$ cat config.mk
export PLATFORM = sky130hd
export DESIGN_NAME = pipe_stage_buffer
export DESIGN_NICKNAME = d
export VERILOG_FILES = /design/src/rtl/pipe_stage_buffer.sv
export SDC_FILE = /design/constraint.sdc
export NUM_CORES = 1
export LEC_CHECK = 0
export CORE_ASPECT_RATIO = 1.2
export CORE_MARGIN = 1.5
export CORE_UTILIZATION = 44
export CTS_CLUSTER_DIAMETER = 80
export DETAILED_ROUTE_END_ITERATION = 7
export PLACE_DENSITY_LB_ADDON = 0.25
export SETUP_SLACK_MARGIN = 0.5
export SYNTH_ARGS = -nofsm -noshare
export SYNTH_HDL_FRONTEND = slang
export SYNTH_SLANG_ARGS = --single-unit
$ cat constraint.sdc
create_clock -name clk -period 1.44 [get_ports clk]
set_input_delay 0.216 -clock clk [delete_from_list [all_inputs] [get_ports clk]]
set_output_delay 0.216 -clock clk [all_outputs]
set_load 0.005 [all_outputs]
$ cat src/rtl/pipe_stage_buffer.sv
// Generic pipeline-stage register with valid/ready handshake and a 2-entry skid buffer.
// The main register always drives the output; the skid register catches the beat that
// arrives while the output is backpressured, so ready never depends combinationally on
// downstream ready.
module pipe_stage_buffer #(
    parameter int unsigned          WIDTH     = 32,
    parameter logic [WIDTH-1:0]     RESET_VAL = '0
) (
    input  logic             clk,
    input  logic             reset,
    input  logic             flush,
    input  logic             stall,
    input  logic             inValid,
    output logic             inReady,
    input  logic [WIDTH-1:0] inData,
    output logic             outValid,
    input  logic             outReady,
    output logic [WIDTH-1:0] outData,
    output logic [1:0]       occupancy
);

    // State encoding doubles as the occupancy count.
    localparam logic [1:0] StEmpty = 2'd0;
    localparam logic [1:0] StOne   = 2'd1;
    localparam logic [1:0] StTwo   = 2'd2;

    logic [1:0]       state_q, state_d;
    logic [WIDTH-1:0] main_q, main_d;
    logic [WIDTH-1:0] skid_q, skid_d;
    logic             acc_in;
    logic             acc_out;

    // Handshake outputs derive only from state (and reset), never from outReady.
    always_comb begin
        inReady   = reset & (state_q != StTwo);
        outValid  = (state_q != StEmpty);
        outData   = main_q;
        occupancy = state_q;
        acc_in    = inValid & inReady;
        acc_out   = outValid & outReady & ~stall;
    end

    // Next-state and data-register update; flush empties the stage but keeps data.
    always_comb begin
        state_d = state_q;
        main_d  = main_q;
        skid_d  = skid_q;
        if (flush) begin
            state_d = StEmpty;
        end else begin
            case (state_q)
                StEmpty: begin
                    if (acc_in) begin
                        state_d = StOne;
                        main_d  = inData;
                    end
                end
                StOne: begin
                    if (acc_in && acc_out) begin
                        main_d = inData;
                    end else if (acc_in) begin
                        state_d = StTwo;
                        skid_d  = inData;
                    end else if (acc_out) begin
                        state_d = StEmpty;
                    end
                end
                StTwo: begin
                    // inReady is low here, so only the drain path exists.
                    if (acc_out) begin
                        state_d = StOne;
                        main_d  = skid_q;
                    end
                end
                default: begin
                    state_d = StEmpty;
                end
            endcase
        end
    end

    // State registers with synchronous active-low reset.
    always_ff @(posedge clk) begin
        if (!reset) begin
            state_q <= StEmpty;
            main_q  <= RESET_VAL;
            skid_q  <= RESET_VAL;
        end else begin
            state_q <= state_d;
            main_q  <= main_d;
            skid_q  <= skid_d;
        end
    end

endmodule

After elaboration in Yosys (flattened, before gate mapping)
Cells that the tools add are included.
Widths: inputs -> output; s select.

cells by class
  equal/unequal tests = 8
  multiplexer cells = 10
  bitwise gates (word level) = 8
  reductions and logical operators = 8

operators by type and width
  operator            count
  $mux 32             3
  $pmux 32 s3         1
  $mux 2              5
  $ne 2x2->1 const B  5
  $reduce_and 4->1    2
  $pmux 2 s3          1
  $reduce_and 5->1    1
  $and 1x1->1         4
  $not 1->1           4
  $ne 3x3->1 const B  1
  $reduce_bool 3->1   1
  $eq 2x1->1 const B  1
  $eq 2x2->1 const B  1
  $logic_not 2->1     1
  $reduce_bool 2->1   1
  $reduce_or 2->1     1
  $logic_and 1x1->1   1

storage, ports and cells
  register bits after elaboration = 66
  input port bits = 38
  output and inout port bits = 36
  word-level logic and storage cells = 37

Depth between registers and ports, before layout
Gate-level depths: netlist (run 1).

  word-level depth = 7
  depth in mapped cells = 7
  depth with buffers taken out = 4

Worst setup path after synthesis (run 1)
Ideal clock, no wire load.

  path type = reg2reg
  start point = register state_q[0], in the netlist occupancy[0]
  end point = register main_q[0], in the netlist outData[0]
  setup time = 0.116 ns
  arrival time = 1.458 ns
  required time = 1.324 ns
  slack = -0.134 ns
  cell stages (with the launch flop) = 8
  path buffers = 3
  clock period less this slack = 1.574 ns
  path through = dfxtp_1 -> nand2b_1 -> buf_6 -> nor3_2 -> or2_1 -> buf_4 -> buf_6 -> o211a_1

between the ends
  cells in the longest elaborated chain, start to end = 6
  elaborated cells on any way between the ends = 16
  those cells by class = 6 x eq/ne; 1 x mux; 4 x bitwise; 5 x reduce/logical

RTL lines
  item                                                    line    text
  start: declaration                                      27      logic [1:0] state_q, state_d;
  start signal: assignment                                85      state_q <= StEmpty;
  start signal: assignment                                89      state_q <= state_d;
  $ne 2x2->1 / $reduce_bool 2->1 (equally long branches)  35, 36
  $and 1x1->1, on equally long branches                   35, 40
  $and 1x1->1, on equally long branches                   39, 40
  $logic_and 1x1->1                                       59      if (acc_in && acc_out) begin
  $ne 2x2->1 (no source line)                             -
  $reduce_and 5->1 (no source line)                       -
  end signal: assignment                                  90      main_q <= main_d;
  end: declaration                                        28      logic [WIDTH-1:0] main_q, main_d;

Parallel ways exist; a longest one is shown, timed or not.
A chain may end at the register's enable or synchronous reset.

Final worst setup path (run 1)
  start point = register state_q[0], in the netlist occupancy[0]
  end point = register main_q[31], in the netlist outData[31]

Same word-level chain as after synthesis.

==> metrics.md, run 1 <==
| Metric | Value |
|---|---|
| Status | complete, but fails checks |
| Violated checks | negative setup slack |
| Clock root cell | clkbuf_8 |
| Clock Pin Slew Worst Setup and Hold Paths | around 0.070 ns |
| Sw frac | between 20% and 30% |
| R2R setup slack | -0.05 ns |
| Register area share after synthesis | 45.4% |
| Slew Viols, Final | 0 |
| Slew HR | between 70 and 80% |
| Syn_nets | around 350 |
| WS Path Type | register to register |
| Synth unique cells | 27 |
| Crit path arrival time | approximately 1.8 ns |
| Syn Inst Count | just over 300 |
| Int Power | about 2.8 mW |
| Top FF cell, synth | dfxtp_1 |
| Final GP Congestion | about 0.72 |
| Synth async-reset ratio | 0% |
| Clock Latency Late Sink | roughly 0.34 ns |
| Mapped cell area | approximately 2900 µm² |
| CTS Sinks | 66 |
| CP required | between 1.5 and 2 ns |
| Pre-antenna DRT Iters | 4 |
| LEAKAGE | 2.35 nW |
| Fillcell total | between 500 and 600 |
| Total power | around 3.8 mW |
| CTS H-Tree Depth | 3 |
| Final period utilization | 104% |
| Critical R2R Launch | occupancy[0] |
| Antenna Nets Post-Route | 0 |
| Starting Density | 45.4% |
| Routed via count | between 2000 and 3000 |
| CTS tree | built |
| Final Setup Violations | 32 |
| Syn. warnings | 0 |
| Largest net degree at the start of global routing | 35 |
| Num CTS Buffers | 9 |
| First-pass GRT wire length | about 12000 µm |
| Nets | 440 |
| Chip Width | 77.2 µm |
| Synth Register Bits | 66 |
| Min Tclk post-route | between 1 and 1.5 ns |
| Fin. Hold Viols | 0 |
| Post-synth EDFFs | 0 |
| RSZ-0062 raised after global routing | yes |
| Setup crit end kind | register |
| Psw | around 0.92 mW |
| Vias per inst | roughly 5.4 |
| Max-cap violations | 0 |
| Critical Path Start Type | register |
| Hold buffers post-CTS | 0 |
| Row cnt | 32 |
| Longest Clk Path Bufs | 2 |
| Clock Skews | around 0.0078 ns |
| DR WL/cell | roughly 16 µm |
| Initial antenna violation count | 0 |
| Comb pwr share | a little over an eighth |
| Hold Slack | between 0.15 and 0.2 ns |
| Chip height | 92.1 µm |
| Grt ovf | 0 |
| Ports | 74 |
| Min-Delay Path Depth | 3 |
| Area grow syn2layout | 50.9% |
| Seq pwr share | 51.3% |
| Core area | around 6400 µm² |
| Final wirelength | slightly below 8000 µm |
| CP max FO | 22 |
| Post-DP HPWL | 4600 µm |
| Die ar. | between 7000 and 8000 µm² |
| VDD IR-drop max | a little under 0.0007 V |
| Hold Path Sink | occupancy[1] |
| Final WS setup | -0.0521 ns |
| Iteration-0 DRC count of the detailed router | 88 |
| Ant. Diodes | 0 |
| Worst reg2reg path depth | 5 |
| Clock share of power | between 30% and 40% |
| Port Buf Inserts | 73 |
| Hold path start | reset |
| Min-delay worst type | input pin to register |
| GRT Resource Usage Total | 21.8% |
| Worst R2R End | outData[31] |
| FMAX | between 600 and 700 MHz |
| Worst slew pin tran | approximately 0.40 ns |
| Avg Cell Area, Syn | approximately 9.4 µm² |
| Power density cells | 856 nW/µm² |
| DRC viols | 0 |
| Layout cells sized above 1 | between 40% and 50% |
| Vias in the first global route | 2461 |
[per-layer routing]
metal	track usage, %	part of all wire [%]
met2	37.4	51
met5	0	0
met3	4.38	4.6
met1	26.0	42
met4	9.70	2.3
[metrics by stage]
| stage | setup TNS, ns | instances | utilization (%) | instance area (µm²) | worst slack (ns) |
|---|---|---|---|---|---|
| 2_1_floorplan | 0 | 308 | - | 2960 | 0.00203 |
| 3_3_place_gp | -21.78 | 460 | 59.7 | 3820 | -0.434 |
| 3_5_place_dp | -23.03 | 460 | 59.7 | 3820 | -0.452 |
| 4_1_cts | -1.35 | 484 | 64.3 | 4120 | -0.0537 |
| 5_1_grt | -3.49 | 490 | 68.5 | 4390 | -0.126 |
| 6_report | -1.29 | 490 | 68.5 | 4390 | -0.0521 |
[worst max-delay path, cell delays in order (launching register included)]
cell and delay [ns]:
dfxtp_4 0.36, buf_6 0.11, a2111oi_4 0.40, or2_4 0.24, buf_12 0.17, o211a_1 0.14
[state kept, by name (all words and copies together) (netlist names)]
signal	cells
outData	32
skid_q	32
occupancy	2
[layout make-up]
type	instances	area (µm²)	area share, %
sequential	66	1370	31.2
tap	85	106	2.42
timing repair buffer	111	1050	23.9
clock inverter	3	17.5	0.399
inverter	1	3.75	0.0855
multi-input combinational	213	1700	38.8
clock buffer	11	141	3.22
[worst max path at each step]
stage,from,end,slack (ns)
after global routing,occupancy[0],outData[15],-0.13
final,occupancy[0],outData[31],-0.05
after detailed placement,flush,outData[8],-0.45
after global placement,outReady,outData[0],-0.43
after CTS,occupancy[0],outData[31],-0.05
after floorplan,occupancy[0],outData[0],0.002
[power groups by stage]
stage | combinational [mW] | clock, mW | sequential [mW]
6_report | 0.506 | 1.32 | 1.93
5_1_grt | 0.543 | 1.44 | 1.93
4_1_cts | 0.464 | 1.35 | 1.92
3_5_place_dp | 0.462 | 0 | 1.96
3_3_place_gp | 0.459 | 0 | 1.96
2_1_floorplan | 0.183 | 0 | 1.96
[logic make-up after synthesis]
| group | Yosys count | share of synthesized area, % |
|---|---|---|
| compound gates | 101 | 26.6 |
| flops | 66 | 45.4 |
| simple gates | 80 | 11.7 |
| buf+inv | 29 | 5.25 |
| mux | 32 | 11.0 |
[cell usage in the layout, fill, tap and decap left out, types with 2 or more instances in the layout]
master	Yosys	final
o21ai_0	32	31
o211a_1	32	32
dlygate4sd2_1	0	3
buf_4	2	14
a21boi_1	8	15
dfxtp_1	66	32
nand2_1	66	36
mux2i_1	32	32
nand2b_4	0	3
nand2_4	0	15
clkbuf_2	0	5
clkbuf_8	0	10
buf_12	0	4
buf_2	5	23
a21boi_2	0	15
clkinv_2	0	2
nand2_2	0	15
buf_6	4	24
buf_8	0	3
dfxtp_4	0	2
a21boi_0	24	2
clkdlybuf4s50_1	0	33
or2_4	0	2
dfxtp_2	0	32
nor2b_1	3	2
[Yosys cell counts, types with 2 or more instances]
cell | instances | area (µm²)
dfxtp_1 | 66 | 1320
buf_4 | 2 | 15.0
o211a_1 | 32 | 320
o21ai_0 | 32 | 160
a21oi_1 | 2 | 10.0
nand2b_1 | 2 | 12.5
buf_6 | 4 | 45.0
nand2_1 | 66 | 248
mux2i_1 | 32 | 320
nor2b_1 | 3 | 18.8
buf_2 | 5 | 25.0
clkbuf_1 | 17 | 63.8
a21boi_1 | 8 | 60.1
a21boi_0 | 24 | 180
[what timing repair did]
action                     in CTS  in global routing
setup buffers                   7                  5
pin swaps                       2                 31
setup endpoints to repair     102                102
resized for setup             208                 87
cloned                          3                  1
Note: power is estimated with default switching activity, not from simulation.
==> run 2, diff against run 1 <==
Settings changed: CORE_UTILIZATION 44 to 52, CTS_CLUSTER_SIZE from default to 10.
Clock period 1.44 ns to 1.8 ns, I/O delays scaled along.
==> run 2 against run 1 <==
Against the previous run:
- the run now ends clean
- total power shrank 17%
- clock power is 8% lower
- sequential cell count unchanged
- global-route usage rose by 3.7 points
- core utilization grew 8.6 points
- first-iteration DRC count rose by 140%
- sequential share of layout area grew 1.7 points
- sequential power fell by 21%
- wire length fell by 6.6%
- combinational power fell by 26%
- critical path depth rose by 2
- clock-buffer cell count down 2
- critical path type unchanged
- largest power group unchanged
==> metrics.md, run 2 (synthesized netlist as in run 1, its figures left out) <==
| Metric | Value |
|---|---|
| Fin. Hold Viols | 0 (unchanged) |
| GRT Resource Usage Total | 25.5% (+3.7 points) |
| Row cnt | 29 (-9.4%) |
| Post-DP HPWL | 4660 µm (+1.5%) |
| Area grow syn2layout | 41.4% |
| Chip height | 84.9 µm (-7.8%) |
| DR WL/cell | 15.9 µm (-0.69%) |
| Final GP Congestion | 0.774 (+7.6%) |
| Clock Pin Slew Worst Setup and Hold Paths | 0.07 ns (about the same) |
| CP Launch Point | occupancy[1] |
| Max-cap violations | 0 (unchanged) |
| CTS Sinks | 66 (unchanged) |
| CP required | 2.08 ns (+0.36 ns) |
| Final period utilization | 87.5% (-16 points) |
| CP max FO | 22 (unchanged) |
| RSZ-0062 raised after global routing | yes |
| Most common cell after layout, fill and taps aside | nand2_1 |
| Layout cells sized above 1 | 20.8% (-23 points) |
| Min Tclk post-route | 1.57 ns (+0.0821 ns) |
| Min-delay worst type | input pin to register |
| Final wirelength | 7330 µm (-6.6%) |
| Final Setup Violations | 0 (-100%) |
| Chip Width | 71.3 µm (-7.7%) |
| Final Cell Area | 4110 µm² (-6.3%) |
| Status | complete, no violations |
| Routed via count | 2602 (-1.2%) |
| Nets | 432 (-1.8%) |
| Fillcell total | 380 (-26%) |
| WS Path Type | register to register |
| Ports | 74 (unchanged) |
| Most used cell, CP | buf_12 |
| Worst path max stage delay | 0.35 ns (-0.05 ns) |
| Hold path start | reset |
| Top Family by Delay on Critical Path | buffers and inverters |
| Area occupied by multi-input gates | 1480 µm² (-13%) |
| WP buf/inv | 4 (+2) |
| LEAKAGE | 2.21 nW (-5.8%) |
| Register area | 1350 µm² (-1.3%) |
| Pre-antenna DRT Iters | 4 (unchanged) |
| Instance area after placement | 3750 µm² (-1.8%) |
| Critical Path Start Type | register |
| Longest Clk Path Bufs | 2 (unchanged) |
| Setup crit end kind | register |
| Port Buf Inserts | 73 (unchanged) |
| Clock Skews | 0.00443 ns (-0.00341 ns) |
| Crit path arrival time | 1.86 ns (+0.09 ns) |
| CTS tree | built |
| Clock Latency Late Sink | 0.34 ns (about the same) |
| Largest net degree at the start of global routing | 44 (+26%) |
| Iteration-0 DRC count of the detailed router | 211 (+140%) |
| Die ar. | 6050 µm² (-15%) |
| Pre-CTS setup slack | -0.143 ns (+0.309 ns) |
| Vias in the first global route | 2585 (+5.0%) |
| Hold buffers post-CTS | 0 (unchanged) |
| Worst path cell trace | buf_6 > buf_12 > a2111oi_4 > buf_4 > or2_4 > buf_12 > o211a_1 |
| Slew Viols, Final | 0 (unchanged) |
| Worst slew pin tran | 0.377 ns (-0.0261 ns) |
| Clock root cell | clkbuf_8 |
| First-pass GRT wire length | 12100 µm (+0.29%) |
| DRC viols | 0 (unchanged) |
| Power density cells | 761 nW/µm² (-11%) |
| Num CTS Buffers | 9 (unchanged) |
| CTS H-Tree Depth | 3 (unchanged) |
| Core area | 5330 µm² (-17%) |
| Antenna Nets Post-Route | 0 (unchanged) |
| Starting Density | 54.5% (+9.1 points) |
| Critical R2R Launch | occupancy[1] |
| Ant. Diodes | 0 (unchanged) |
| FMAX | 635 MHz (-5.2%) |
| Slew HR | 74.9% (+1.7 points) |
| Most frequent cells in the layout | nand2_1, dfxtp_1, clkdlybuf4s50_1 |
| VDD IR-drop max | 0.000639 V (-5.8%) |
| Initial antenna violation count | 0 (unchanged) |
| Final WS setup | 0.226 ns (+0.278 ns) |
| Grt ovf | 0 (unchanged) |
| Vias per inst | 5.64 (+5.0%) |
| Slowest CP cell | dfxtp_4 |
[run 2: layout make-up]
cell class	count	share of cell area [%]
Multi-Input combinational cell	213	36.1
Clock inverter	7	1.64
Inverter	1	0.0913
Tap cell	62	1.89
Timing Repair Buffer	103	24.4
Clock buffer	9	3.01
Sequential cell	66	32.9
[run 2: power breakdown]
part / total, mW / switching, mW / internal [mW]
Clock: 1.22 / 0.587 / 0.637
Combinational: 0.372 / 0.147 / 0.225
Sequential: 1.53 / 0.0249 / 1.51
[run 2: what timing repair did]
item,in CTS,in global routing
cloned,0,1
buffers inserted,8,2
setup endpoints to repair,100,68
pin swaps,1,1
gates resized for setup,73,20
[run 2: metal layers]
metal	vias to the layer above	track usage [%]	share of wire, %	wire, µm
li1	1261	-	-	-
met1	1253	29.0	41	2980
met2	81	44.9	53	3890
met3	7	4.63	5.1	374
met4	0	13.2	1.1	82
met5	-	0	0	0
[run 2: final timing paths]
kind	end	slack, ns	depth (start not counted)
worst max-delay path	outData[23]	0.23	7
worst max register to register	outData[23]	0.23	7
worst min register to register	skid_q[9]	0.45	2
worst min-delay path	occupancy[1]	0.22	3
[run 2: metrics by stage]
stage | TNS [ns] | hold slack, ns | instances | power, mW | util (%)
global placement | -2.37 | 0.440 | 434 | 1.92 | 70.4
finish | 0 | 0.223 | 461 | 3.13 | 77.1
CTS | 0 | 0.206 | 458 | 3.14 | 75.8
detailed placement | -3.35 | 0.447 | 434 | 1.93 | 70.4
floorplan | 0 | 0.405 | 308 | 1.71 | -
global route | 0 | 0.225 | 461 | 3.25 | 77.1
[run 2: worst min-delay path, delay by kind of cell]
family	cells	cell delay (ns)
AOI/OAI and AO/OA	1	0.04
and+or+nand+nor	1	0.08
buffers and inverters	1	0.13
